## src/rtl/mine_pkg.sv

```systemverilog
// ============================================================================
// Module : mine_pkg
// Brief  : Shared types and board dimensions for the mine board blocks.
// Rev    : 1.0  initial release
// ============================================================================
`default_nettype none

package mine_pkg;

  typedef enum logic [1:0] {
    LVL_NONE   = 2'd0,
    LVL_EASY   = 2'd1,
    LVL_MEDIUM = 2'd2,
    LVL_HARD   = 2'd3
  } level_t;

  localparam int DIM_EASY   = 8;
  localparam int DIM_MEDIUM = 10;
  localparam int DIM_HARD   = 16;

  typedef enum logic [1:0] {
    ST_IDLE  = 2'd0,
    ST_CLEAR = 2'd1,
    ST_PLACE = 2'd2,
    ST_DONE  = 2'd3
  } state_t;

endpackage

`default_nettype wire

```

## src/rtl/mine_placer_if.sv

```systemverilog
// ============================================================================
// Module : mine_placer_if
// Brief  : Request/board bundle between menu control and the mine placer.
// Rev    : 1.0  initial release
// ============================================================================
`default_nettype none

interface mine_placer_if;
  logic               start;
  logic [1:0]         level;
  logic [3:0]         safe_x;
  logic [3:0]         safe_y;
  logic [7:0][7:0]    array_easy_out;
  logic [9:0][9:0]    array_medium_out;
  logic [15:0][15:0]  array_hard_out;
  logic               busy;
  logic               done;
  logic [5:0]         mine_count;

  modport master (
    output start, level, safe_x, safe_y,
    input  array_easy_out, array_medium_out, array_hard_out, busy, done, mine_count
  );

  modport slave (
    input  start, level, safe_x, safe_y,
    output array_easy_out, array_medium_out, array_hard_out, busy, done, mine_count
  );
endinterface

`default_nettype wire

```

## src/rtl/mine_placer_lfsr16.sv

```systemverilog
// ============================================================================
// Module : lfsr16
// Brief  : Free-running 16-bit Fibonacci LFSR, x^16+x^14+x^13+x^11.
// Rev    : 1.0  initial release
// ============================================================================
`default_nettype none

module lfsr16 #(
  parameter logic [15:0] SEED = 16'hACE1
) (
  input  wire logic        clk,
  input  wire logic        rst_n,
  output logic      [15:0] q
);

  logic [15:0] r_q;
  logic        w_fb;

  assign w_fb = r_q[15] ^ r_q[13] ^ r_q[12] ^ r_q[10];

  always_ff @(posedge clk or negedge rst_n) begin
    if (!rst_n) r_q <= SEED;
    else        r_q <= {r_q[14:0], w_fb};
  end

  assign q = r_q;

endmodule

`default_nettype wire

```

## src/rtl/mine_placer.sv

```systemverilog
// ============================================================================
// Module : mine_placer
// Brief  : Clears and fills the per-level mine maps with distinct LFSR mines.
//          Optional SAFE_CELL_EN keeps the first-click cell mine-free.
// Rev    : 1.0  initial release
// ============================================================================
`default_nettype none

module mine_placer
  import mine_pkg::*;
#(
  parameter int unsigned  MINES_EASY   = 10,
  parameter int unsigned  MINES_MEDIUM = 15,
  parameter int unsigned  MINES_HARD   = 40,
  parameter logic [15:0]  LFSR_SEED    = 16'hACE1
) (
  input  wire logic     clk,
  input  wire logic     rst_n,
  mine_placer_if.slave  bus
);

  state_t             r_state;
  logic [1:0]         r_level;
  logic [5:0]         r_target;
  logic [5:0]         r_count;
  logic [7:0][7:0]    r_easy;
  logic [9:0][9:0]    r_medium;
  logic [15:0][15:0]  r_hard;

  logic [15:0]        w_lfsr;
  logic [3:0]         w_x;
  logic [3:0]         w_y;
  logic [4:0]         w_dim;
  logic               w_occupied;
  logic               w_safe_hit;
  logic               w_accept;
  logic [5:0]         w_start_target;
  logic               w_unused_lfsr;

  lfsr16 #(.SEED(LFSR_SEED)) u_lfsr (
    .clk   (clk),
    .rst_n (rst_n),
    .q     (w_lfsr)
  );

  assign w_x           = w_lfsr[3:0];
  assign w_y           = w_lfsr[7:4];
  assign w_unused_lfsr = ^w_lfsr[15:8];

  always_comb begin
    w_dim          = 5'(DIM_HARD);
    w_occupied     = 1'b0;
    w_start_target = 6'(MINES_HARD);
    case (r_level)
      LVL_EASY: begin
        w_dim      = 5'(DIM_EASY);
        w_occupied = r_easy[w_x[2:0]][w_y[2:0]];
      end
      LVL_MEDIUM: begin
        w_dim      = 5'(DIM_MEDIUM);
        w_occupied = r_medium[w_x][w_y];
      end
      default: begin
        w_dim      = 5'(DIM_HARD);
        w_occupied = r_hard[w_x][w_y];
      end
    endcase
    case (bus.level)
      LVL_EASY:   w_start_target = 6'(MINES_EASY);
      LVL_MEDIUM: w_start_target = 6'(MINES_MEDIUM);
      default:    w_start_target = 6'(MINES_HARD);
    endcase
  end

`ifdef SAFE_CELL_EN
  logic [3:0] r_safe_x;
  logic [3:0] r_safe_y;

  always_ff @(posedge clk or negedge rst_n) begin
    if (!rst_n) begin
      r_safe_x <= 4'd0;
      r_safe_y <= 4'd0;
    end else if (r_state == ST_IDLE && bus.start && bus.level != LVL_NONE) begin
      r_safe_x <= bus.safe_x;
      r_safe_y <= bus.safe_y;
    end
  end

  // An out-of-range safe cell never matches an accepted coordinate.
  assign w_safe_hit = (w_x == r_safe_x) && (w_y == r_safe_y);
`else
  logic w_unused_safe;
  assign w_unused_safe = ^{bus.safe_x, bus.safe_y};
  assign w_safe_hit    = 1'b0;
`endif

  assign w_accept = (r_state == ST_PLACE) &&
                    ({1'b0, w_x} < w_dim) && ({1'b0, w_y} < w_dim) &&
                    !w_occupied && !w_safe_hit;

  always_ff @(posedge clk or negedge rst_n) begin
    if (!rst_n) begin
      r_state  <= ST_IDLE;
      r_level  <= LVL_NONE;
      r_target <= 6'd0;
      r_count  <= 6'd0;
      r_easy   <= '0;
      r_medium <= '0;
      r_hard   <= '0;
    end else begin
      case (r_state)
        ST_IDLE: begin
          if (bus.start && bus.level != LVL_NONE) begin
            r_state  <= ST_CLEAR;
            r_level  <= bus.level;
            r_target <= w_start_target;
          end
        end
        ST_CLEAR: begin
          r_easy   <= '0;
          r_medium <= '0;
          r_hard   <= '0;
          r_count  <= 6'd0;
          r_state  <= ST_PLACE;
        end
        ST_PLACE: begin
          if (w_accept) begin
            case (r_level)
              LVL_EASY:   r_easy[w_x[2:0]][w_y[2:0]] <= 1'b1;
              LVL_MEDIUM: r_medium[w_x][w_y]         <= 1'b1;
              default:    r_hard[w_x][w_y]           <= 1'b1;
            endcase
            r_count <= r_count + 6'd1;
            if (r_count + 6'd1 == r_target) r_state <= ST_DONE;
          end
        end
        ST_DONE:  r_state <= ST_IDLE;
        default:  r_state <= ST_IDLE;
      endcase
    end
  end

  assign bus.array_easy_out   = r_easy;
  assign bus.array_medium_out = r_medium;
  assign bus.array_hard_out   = r_hard;
  assign bus.busy             = (r_state != ST_IDLE);
  assign bus.done             = (r_state == ST_DONE);
  assign bus.mine_count       = r_count;

endmodule

`default_nettype wire

```

## src/flat_wrapper.sv

```systemverilog
// flat-port wrapper written by rule: the top's interface ports become plain ports
module mine_placer_flat import mine_pkg::*;
#(
  parameter int unsigned  MINES_EASY   = 10,
  parameter int unsigned  MINES_MEDIUM = 15,
  parameter int unsigned  MINES_HARD   = 40,
  parameter logic [15:0]  LFSR_SEED    = 16'hACE1
)
  (clk, rst_n, bus_start, bus_level, bus_safe_x, bus_safe_y, bus_array_easy_out, bus_array_medium_out, bus_array_hard_out, bus_busy, bus_done, bus_mine_count);
  mine_placer_if bus_i ();
  input  wire logic clk;
  input  wire logic rst_n;
  input wire logic [$bits(bus_i.start)-1:0] bus_start;
  input wire logic [$bits(bus_i.level)-1:0] bus_level;
  input wire logic [$bits(bus_i.safe_x)-1:0] bus_safe_x;
  input wire logic [$bits(bus_i.safe_y)-1:0] bus_safe_y;
  output wire logic [$bits(bus_i.array_easy_out)-1:0] bus_array_easy_out;
  output wire logic [$bits(bus_i.array_medium_out)-1:0] bus_array_medium_out;
  output wire logic [$bits(bus_i.array_hard_out)-1:0] bus_array_hard_out;
  output wire logic [$bits(bus_i.busy)-1:0] bus_busy;
  output wire logic [$bits(bus_i.done)-1:0] bus_done;
  output wire logic [$bits(bus_i.mine_count)-1:0] bus_mine_count;
  assign bus_i.start = bus_start;
  assign bus_i.level = bus_level;
  assign bus_i.safe_x = bus_safe_x;
  assign bus_i.safe_y = bus_safe_y;
  assign bus_array_easy_out = bus_i.array_easy_out;
  assign bus_array_medium_out = bus_i.array_medium_out;
  assign bus_array_hard_out = bus_i.array_hard_out;
  assign bus_busy = bus_i.busy;
  assign bus_done = bus_i.done;
  assign bus_mine_count = bus_i.mine_count;
  mine_placer #(.MINES_EASY(MINES_EASY), .MINES_MEDIUM(MINES_MEDIUM), .MINES_HARD(MINES_HARD), .LFSR_SEED(LFSR_SEED)) u_core (.clk(clk), .rst_n(rst_n), .bus(bus_i));
endmodule
```

## config.mk

```make
export PLATFORM = sky130hd
export DESIGN_NAME = mine_placer_flat
export DESIGN_NICKNAME = d
export VERILOG_FILES = /design/src/rtl/mine_pkg.sv /design/src/rtl/mine_placer_if.sv /design/src/rtl/mine_placer_lfsr16.sv /design/src/rtl/mine_placer.sv /design/src/flat_wrapper.sv
export SDC_FILE = /design/constraint.sdc
export NUM_CORES = 1
export LEC_CHECK = 0
export BUFFER_PORTS_ARGS = -buffer_cell sky130_fd_sc_hd__clkbuf_2
export CORE_UTILIZATION = 59
export DETAILED_ROUTE_END_ITERATION = 16
export PLACE_DENSITY = 0.85
export SETUP_SLACK_MARGIN = 0.5
export SYNTH_ARGS = -nofsm -noshare
export SYNTH_HDL_FRONTEND = slang
export SYNTH_HIERARCHICAL = 1
export SYNTH_SLANG_ARGS = --single-unit
```

## constraint.sdc

```tcl
create_clock -name clk -period 10.2 [get_ports clk]
set_clock_uncertainty 0.05 [all_clocks]
set_input_delay 1.02 -clock clk [delete_from_list [all_inputs] [get_ports clk]]
set_output_delay 1.02 -clock clk [all_outputs]
set_load 0.01 [all_outputs]
```

==> results of run 1 <==
[registers in the layout, indices dropped and copies added, names as in the netlist]
name,cells
u_core/r_target,4
u_core/bus.array_easy_out,64
u_core/bus.array_hard_out,256
u_core/r_state,2
u_core/r_level,2
u_core/bus.mine_count,6
u_core/bus.array_medium_out,100
u_core/u_lfsr/q,16
[logic make-up (layout without fill, tap and decap cells)]
| family | after synthesis | after routing | share of synthesized area (%) |
|---|---|---|---|
| compound gates | 530 | 530 | 18.74 |
| simple gates | 517 | 517 | 10.20 |
| flops | 450 | 450 | 53.80 |
| buf+inv | 185 | 578 | 4.444 |
| mux | 141 | 141 | 11.87 |
| xor+xnor | 10 | 10 | 0.4181 |
| fa+ha+maj | 9 | 9 | 0.5375 |
[power breakdown]
group	total, mW	switching [mW]	leakage [nW]	internal [mW]
combinational	0.770	0.641	4.43	0.129
sequential	1.83	0.0241	6.24	1.81
clock	1.75	0.719	0.780	1.03
[path summary, 6_finish.rpt]
kind	cells past startpoint	slack [ps]	startpoint	endpoint
max in group asynchronous	2	7940	rst_n	u_core/u_lfsr/q[1]
min in group asynchronous	1	530	rst_n	u_core/bus.array_hard_out[43]
setup reg to reg	11	4350	u_core/u_lfsr/q[0]	u_core/bus.array_easy_out[40]
setup / recovery	11	4350	u_core/u_lfsr/q[0]	u_core/bus.array_easy_out[40]
hold / removal	0	300	u_core/u_lfsr/q[8]	u_core/u_lfsr/q[9]
hold reg to reg	0	300	u_core/u_lfsr/q[8]	u_core/u_lfsr/q[9]
[critical path, cell delays in order, from the launching register on]
cell and delay (ps):
dfstp_4 1310, buf_12 530, nor2b_1 810, a222oi_1 200, a211oi_1 290, o41ai_1 120
a31o_2 290, a221o_1 430, buf_4 270, o21ai_1 830, buf_4 370, o21ai_0 150
[routing by layer]
metal / share of wire, % / routed length, um
met1: 35 / 26370
met2: 46 / 34370
met3: 13 / 9612
met4: 5.4 / 4054
met5: 0 / 0
[cells in the final DEF, fill, tap and decap left out, drive strengths merged, types with 12 or more instances in the layout]
| cell | instances |
|---|---|
| clkbuf | 500 |
| dfrtp | 442 |
| a22o | 14 |
| o21ai | 190 |
| a21oi | 13 |
| o31ai | 73 |
| mux2 | 29 |
| inv | 24 |
| o41ai | 22 |
| mux4 | 83 |
| nand3 | 19 |
| nor3 | 16 |
| buf | 37 |
| nor2 | 51 |
| nand2 | 389 |
| mux2i | 29 |
| a32o | 134 |
| a22oi | 27 |
| nor2b | 12 |
[layout make-up]
class	count	area [um^2]	share of cell area [%]
timing repair buffer	468	2480	9.999
clock buffer	69	1410	5.686
tap	455	569.3	2.295
multi-input combinational	1207	8791	35.45
clock inverter	16	177.7	0.7164
sequential	450	11280	45.48
inverter	25	93.84	0.3784
==> flow_metrics.env, run 1 <==
export IMPL_async_reset_ff_share_pct=100.0
export IMPL_use_met1_pct=54.79
export IMPL_ctsHoldBuffers=0
export IMPL_post_place_ws_ps=4387
export IMPL_first_pass_iters=7
export IMPL_first_iter_violations=2638
export IMPL_antennaDiodeCount=0
export IMPL_drv_slew=0
export IMPL_slew_headroom_pct=11.20
export IMPL_io_buffer_count=432
export IMPL_die_area_mm2=0.03626
export IMPL_yosysMostFrequentCell="dfrtp_1"
export IMPL_placedCellCount=2605
export IMPL_cts_buffer_depth=3
export IMPL_ys_types=70
export IMPL_hold_path_class="reg -> reg"
export IMPL_grt_pass1_wl_mm=111.7
export IMPL_synth_largest_area_cell="dfrtp_1"
export IMPL_post_cts_setup_buffers=0
export IMPL_outcome="finished clean"
export IMPL_ir_drop_mv=0.1529
export IMPL_grt_max_degree=217
export IMPL_crit_path_start_kind="flip-flop"
export IMPL_synth_seq_cells=450
export IMPL_synthesis_area_mm2=0.02095
export IMPL_final_cell_area_mm2=0.02480
export IMPL_drc_errors=0
export IMPL_postRouteAntennaNets=0
export IMPL_min_period_ps=5852
export IMPL_holdWs_ps=296.9
export IMPL_fin_cells=2690
export IMPL_start_util_pct=60.35
export IMPL_viasPerCell=6.977
export IMPL_post_route_period_util_pct=57.38
export IMPL_grt_overflow=0
export IMPL_synth_flop_cell="dfrtp_1"
export IMPL_end_kind="flip-flop"
export IMPL_path_clk_slew_ps=70
export IMPL_layout_nets=2221
export IMPL_ys_seq_area_share_pct=53.80
export IMPL_place_hpwl_mm=49.52
export IMPL_use_met2_pct=62.13
export IMPL_rows=68
export IMPL_layout_drive_gt1_share_pct=30.92
export IMPL_synth_edff_count=0
export IMPL_routedWlPerCell_um=27.66
export IMPL_worst_ep_arrival_time_ps=6240
export IMPL_max_freq_mhz=170.9
export IMPL_area_delta_synth_final_pct=18.39
export IMPL_synth_area_per_cell_um2=11.37
export IMPL_ys_top_cells_by_count="dfrtp_1, nand2_1, o21ai_0"
export IMPL_grt_pass1_vias=18040
export IMPL_setup_ws_ps=4348
export IMPL_cts_buffers=47
export IMPL_p_leak_nw=11.45
export IMPL_cts_root_buf="clkbuf_16"
export IMPL_antenna_found_initial=0
export IMPL_cts_resized=0
export IMPL_total_power_mw=4.356
export IMPL_num_vias=18770
export IMPL_globalRouteTotalUtil_pct=41.03
export IMPL_required_ps=10580
export IMPL_setup_viol=0
export IMPL_synth_top_area_share_pct=52.80
export IMPL_worst_pin_slew_ps=1329
export IMPL_routed_wirelength_mm=74.41
export IMPL_final_util_pct=71.45
export IMPL_dpl_instance_area_mm2=0.02321
export IMPL_grt_busiest_layer="met2"
export IMPL_ios=441
export IMPL_power_density_mw_per_mm2=175.6
export IMPL_dieWidth_um=190.4
export IMPL_worstSetupPathType="reg -> reg"
export IMPL_crit_path_max_fanout=85
export IMPL_synth_warnings=6
export IMPL_cap_violations=0
export IMPL_synth_fp_nets=1864
export IMPL_core_area_mm2=0.03471
export IMPL_rsz0062_at_grt="false"
export IMPL_cts_tree="built"
export IMPL_synthTopCellsByArea="dfrtp_1, mux4_2, nand2_1"
export IMPL_met3_usage_pct=11.02
export IMPL_clock_sinks=450
export IMPL_die_h_um=190.4
export IMPL_totalNegativeSetupSlack_ps=0
export IMPL_htreeDepth=2
export IMPL_fill_cells=2379
export IMPL_syn_inst=1842
export IMPL_hold_violations=0
export IMPL_clk_latency_ps=580
export IMPL_gp_congestion=0.9283
(Power assumes the default switching activity.)
==> run 2, diff against run 1 <==
CORE_UTILIZATION = 55   (was 59)
PLACE_DENSITY = 0.8   (was 0.85)
clock period = 6 ns   (was 10.2 ns; I/O delays follow)
==> flow_metrics.env, run 2 (synthesized netlist as in run 1, its figures left out) <==
export IMPL_grt_pass1_vias=17750
export IMPL_antenna_found_initial=0
export IMPL_io_buffer_count=432
export IMPL_crit_family="compound AO/OA/AOI/OAI gates"
export IMPL_required_ps=6430
export IMPL_cts_tree="built"
export IMPL_antennaDiodeCount=0
export IMPL_p_leak_nw=11.54
export IMPL_end_kind="flip-flop"
export IMPL_path_common_cell="buf_4"
export IMPL_cts_buffers=47
export IMPL_clk_latency_ps=590
export IMPL_totalNegativeSetupSlack_ps=0
export IMPL_routedWlPerCell_um=27.04
export IMPL_cts_buffer_depth=3
export IMPL_largest_reg_flops=256
export IMPL_max_freq_mhz=195.7
export IMPL_mostFrequentLayoutCells="dfrtp_1, clkbuf_2, nand2_1"
export IMPL_r2r_cells=10
export IMPL_outcome="finished clean"
export IMPL_layout_nets=2229
export IMPL_grt_pass1_wl_mm=111.4
export IMPL_ios=441
export IMPL_setup_viol=0
export IMPL_r2r_end="u_core/bus.array_medium_out[61]"
export IMPL_die_area_mm2=0.03887
export IMPL_cp_num_buf_inv=2
export IMPL_drc_errors=0
export IMPL_layout_commonest_cell="dfrtp_1"
export IMPL_cts_resized=0
export IMPL_min_period_ps=5109
export IMPL_hold_path_class="in -> async"
export IMPL_ctsHoldBuffers=0
export IMPL_dpl_instance_area_mm2=0.02342
export IMPL_viasPerCell=6.648
export IMPL_fill_cells=2863
export IMPL_power_density_mw_per_mm2=300.7
export IMPL_worstSetupPathType="reg -> reg"
export IMPL_cap_violations=0
export IMPL_r2r_start="u_core/u_lfsr/q[0]"
export IMPL_htreeDepth=2
export IMPL_drv_slew=0
export IMPL_crit_path_start_kind="flip-flop"
export IMPL_path_clk_slew_ps=60
export IMPL_post_cts_setup_buffers=0
export IMPL_crit_path_max_fanout=56
export IMPL_globalRouteTotalUtil_pct=38.33
export IMPL_grt_max_degree=195
export IMPL_post_route_period_util_pct=85.15
export IMPL_worst_pin_slew_ps=1331
export IMPL_core_area_mm2=0.03758
export IMPL_crit_chain="buf_4 -> mux4_2 -> nand2_1 -> a31oi_1 -> o41ai_1 -> a31o_2 -> a221o_1 -> buf_4 -> nand3_2 -> o21ai_0"
export IMPL_rsz0062_at_grt="false"
export IMPL_rows=71
export IMPL_postRouteAntennaNets=0
export IMPL_cts_root_buf="clkbuf_16"
export IMPL_cp_slowest_cell="dfstp_4"
export IMPL_ir_drop_mv=0.2544
export IMPL_num_vias=18290
export IMPL_first_iter_violations=2291
export IMPL_final_cell_area_mm2=0.02507
export IMPL_dieWidth_um=197.2
export IMPL_layout_drive_gt1_share_pct=31.47
export IMPL_grt_overflow=0
export IMPL_area_delta_synth_final_pct=19.66
export IMPL_gp_congestion=0.8931
export IMPL_die_h_um=197.2
export IMPL_start_util_pct=55.75
export IMPL_critical_path_max_stage_delay_ps=1320
export IMPL_place_hpwl_mm=51.06
export IMPL_hold_violations=0
export IMPL_r2r_slack_ps=890
export IMPL_clock_sinks=450
export IMPL_first_pass_iters=7
export IMPL_slew_headroom_pct=10.94
export IMPL_total_power_mw=7.538
export IMPL_worst_ep_arrival_time_ps=5540
export IMPL_holdWs_ps=87.76
export IMPL_routed_wirelength_mm=74.38
run 2: report_power, final:
part / leakage [nW] / internal, mW / switching, mW
Clock: 0.813 / 1.87 / 1.21
Sequential: 6.24 / 3.07 / 0.0377
Combinational: 4.49 / 0.241 / 1.10
Total: 11.5 / 5.19 / 2.35
run 2: layout make-up:
type / count / area (um^2) / share of cell area (%)
clock buffer: 71 / 1448 / 5.775
clock inverter: 11 / 198.9 / 0.7937
inverter: 25 / 93.84 / 0.3744
multi-input combinational: 1207 / 8817 / 35.18
sequential: 450 / 11280 / 45.00
tap: 511 / 639.4 / 2.551
timing repair buffer: 476 / 2590 / 10.33
run 2: worst max path at each step:
stage / cells past startpoint / slack, ps / from / end
after detailed placement: 10 / 970 / u_core/u_lfsr/q[0] / u_core/bus.array_medium_out[79]
final: 10 / 890 / u_core/u_lfsr/q[0] / u_core/bus.array_medium_out[61]
after global placement: 10 / 1080 / u_core/u_lfsr/q[0] / u_core/bus.array_medium_out[61]
after floorplan: 14 / 2790 / u_core/u_lfsr/q[0] / u_core/bus.array_hard_out[32]
after global routing: 10 / 750 / u_core/u_lfsr/q[0] / u_core/bus.array_medium_out[78]
after CTS: 10 / 860 / u_core/u_lfsr/q[0] / u_core/bus.array_medium_out[79]
run 2: routing by layer:
layer,track usage [%],share of wire [%],vias up
met3,10.36,12,212
met1,51.63,37,9185
met2,58.30,46,1295
met4,17.71,4.7,0
li1,-,-,7598
met5,0,0,-
run 2: metrics by stage:
stage / cells / setup slack (ps) / util (%)
finish: 2751 / 890.8 / 66.71
detailed placement: 2669 / 967.3 / 62.32
global route: 2751 / 748.2 / 66.71
CTS: 2751 / 862.2 / 66.71
global placement: 2669 / 1082 / 62.32
floorplan: 1842 / 2790 / -
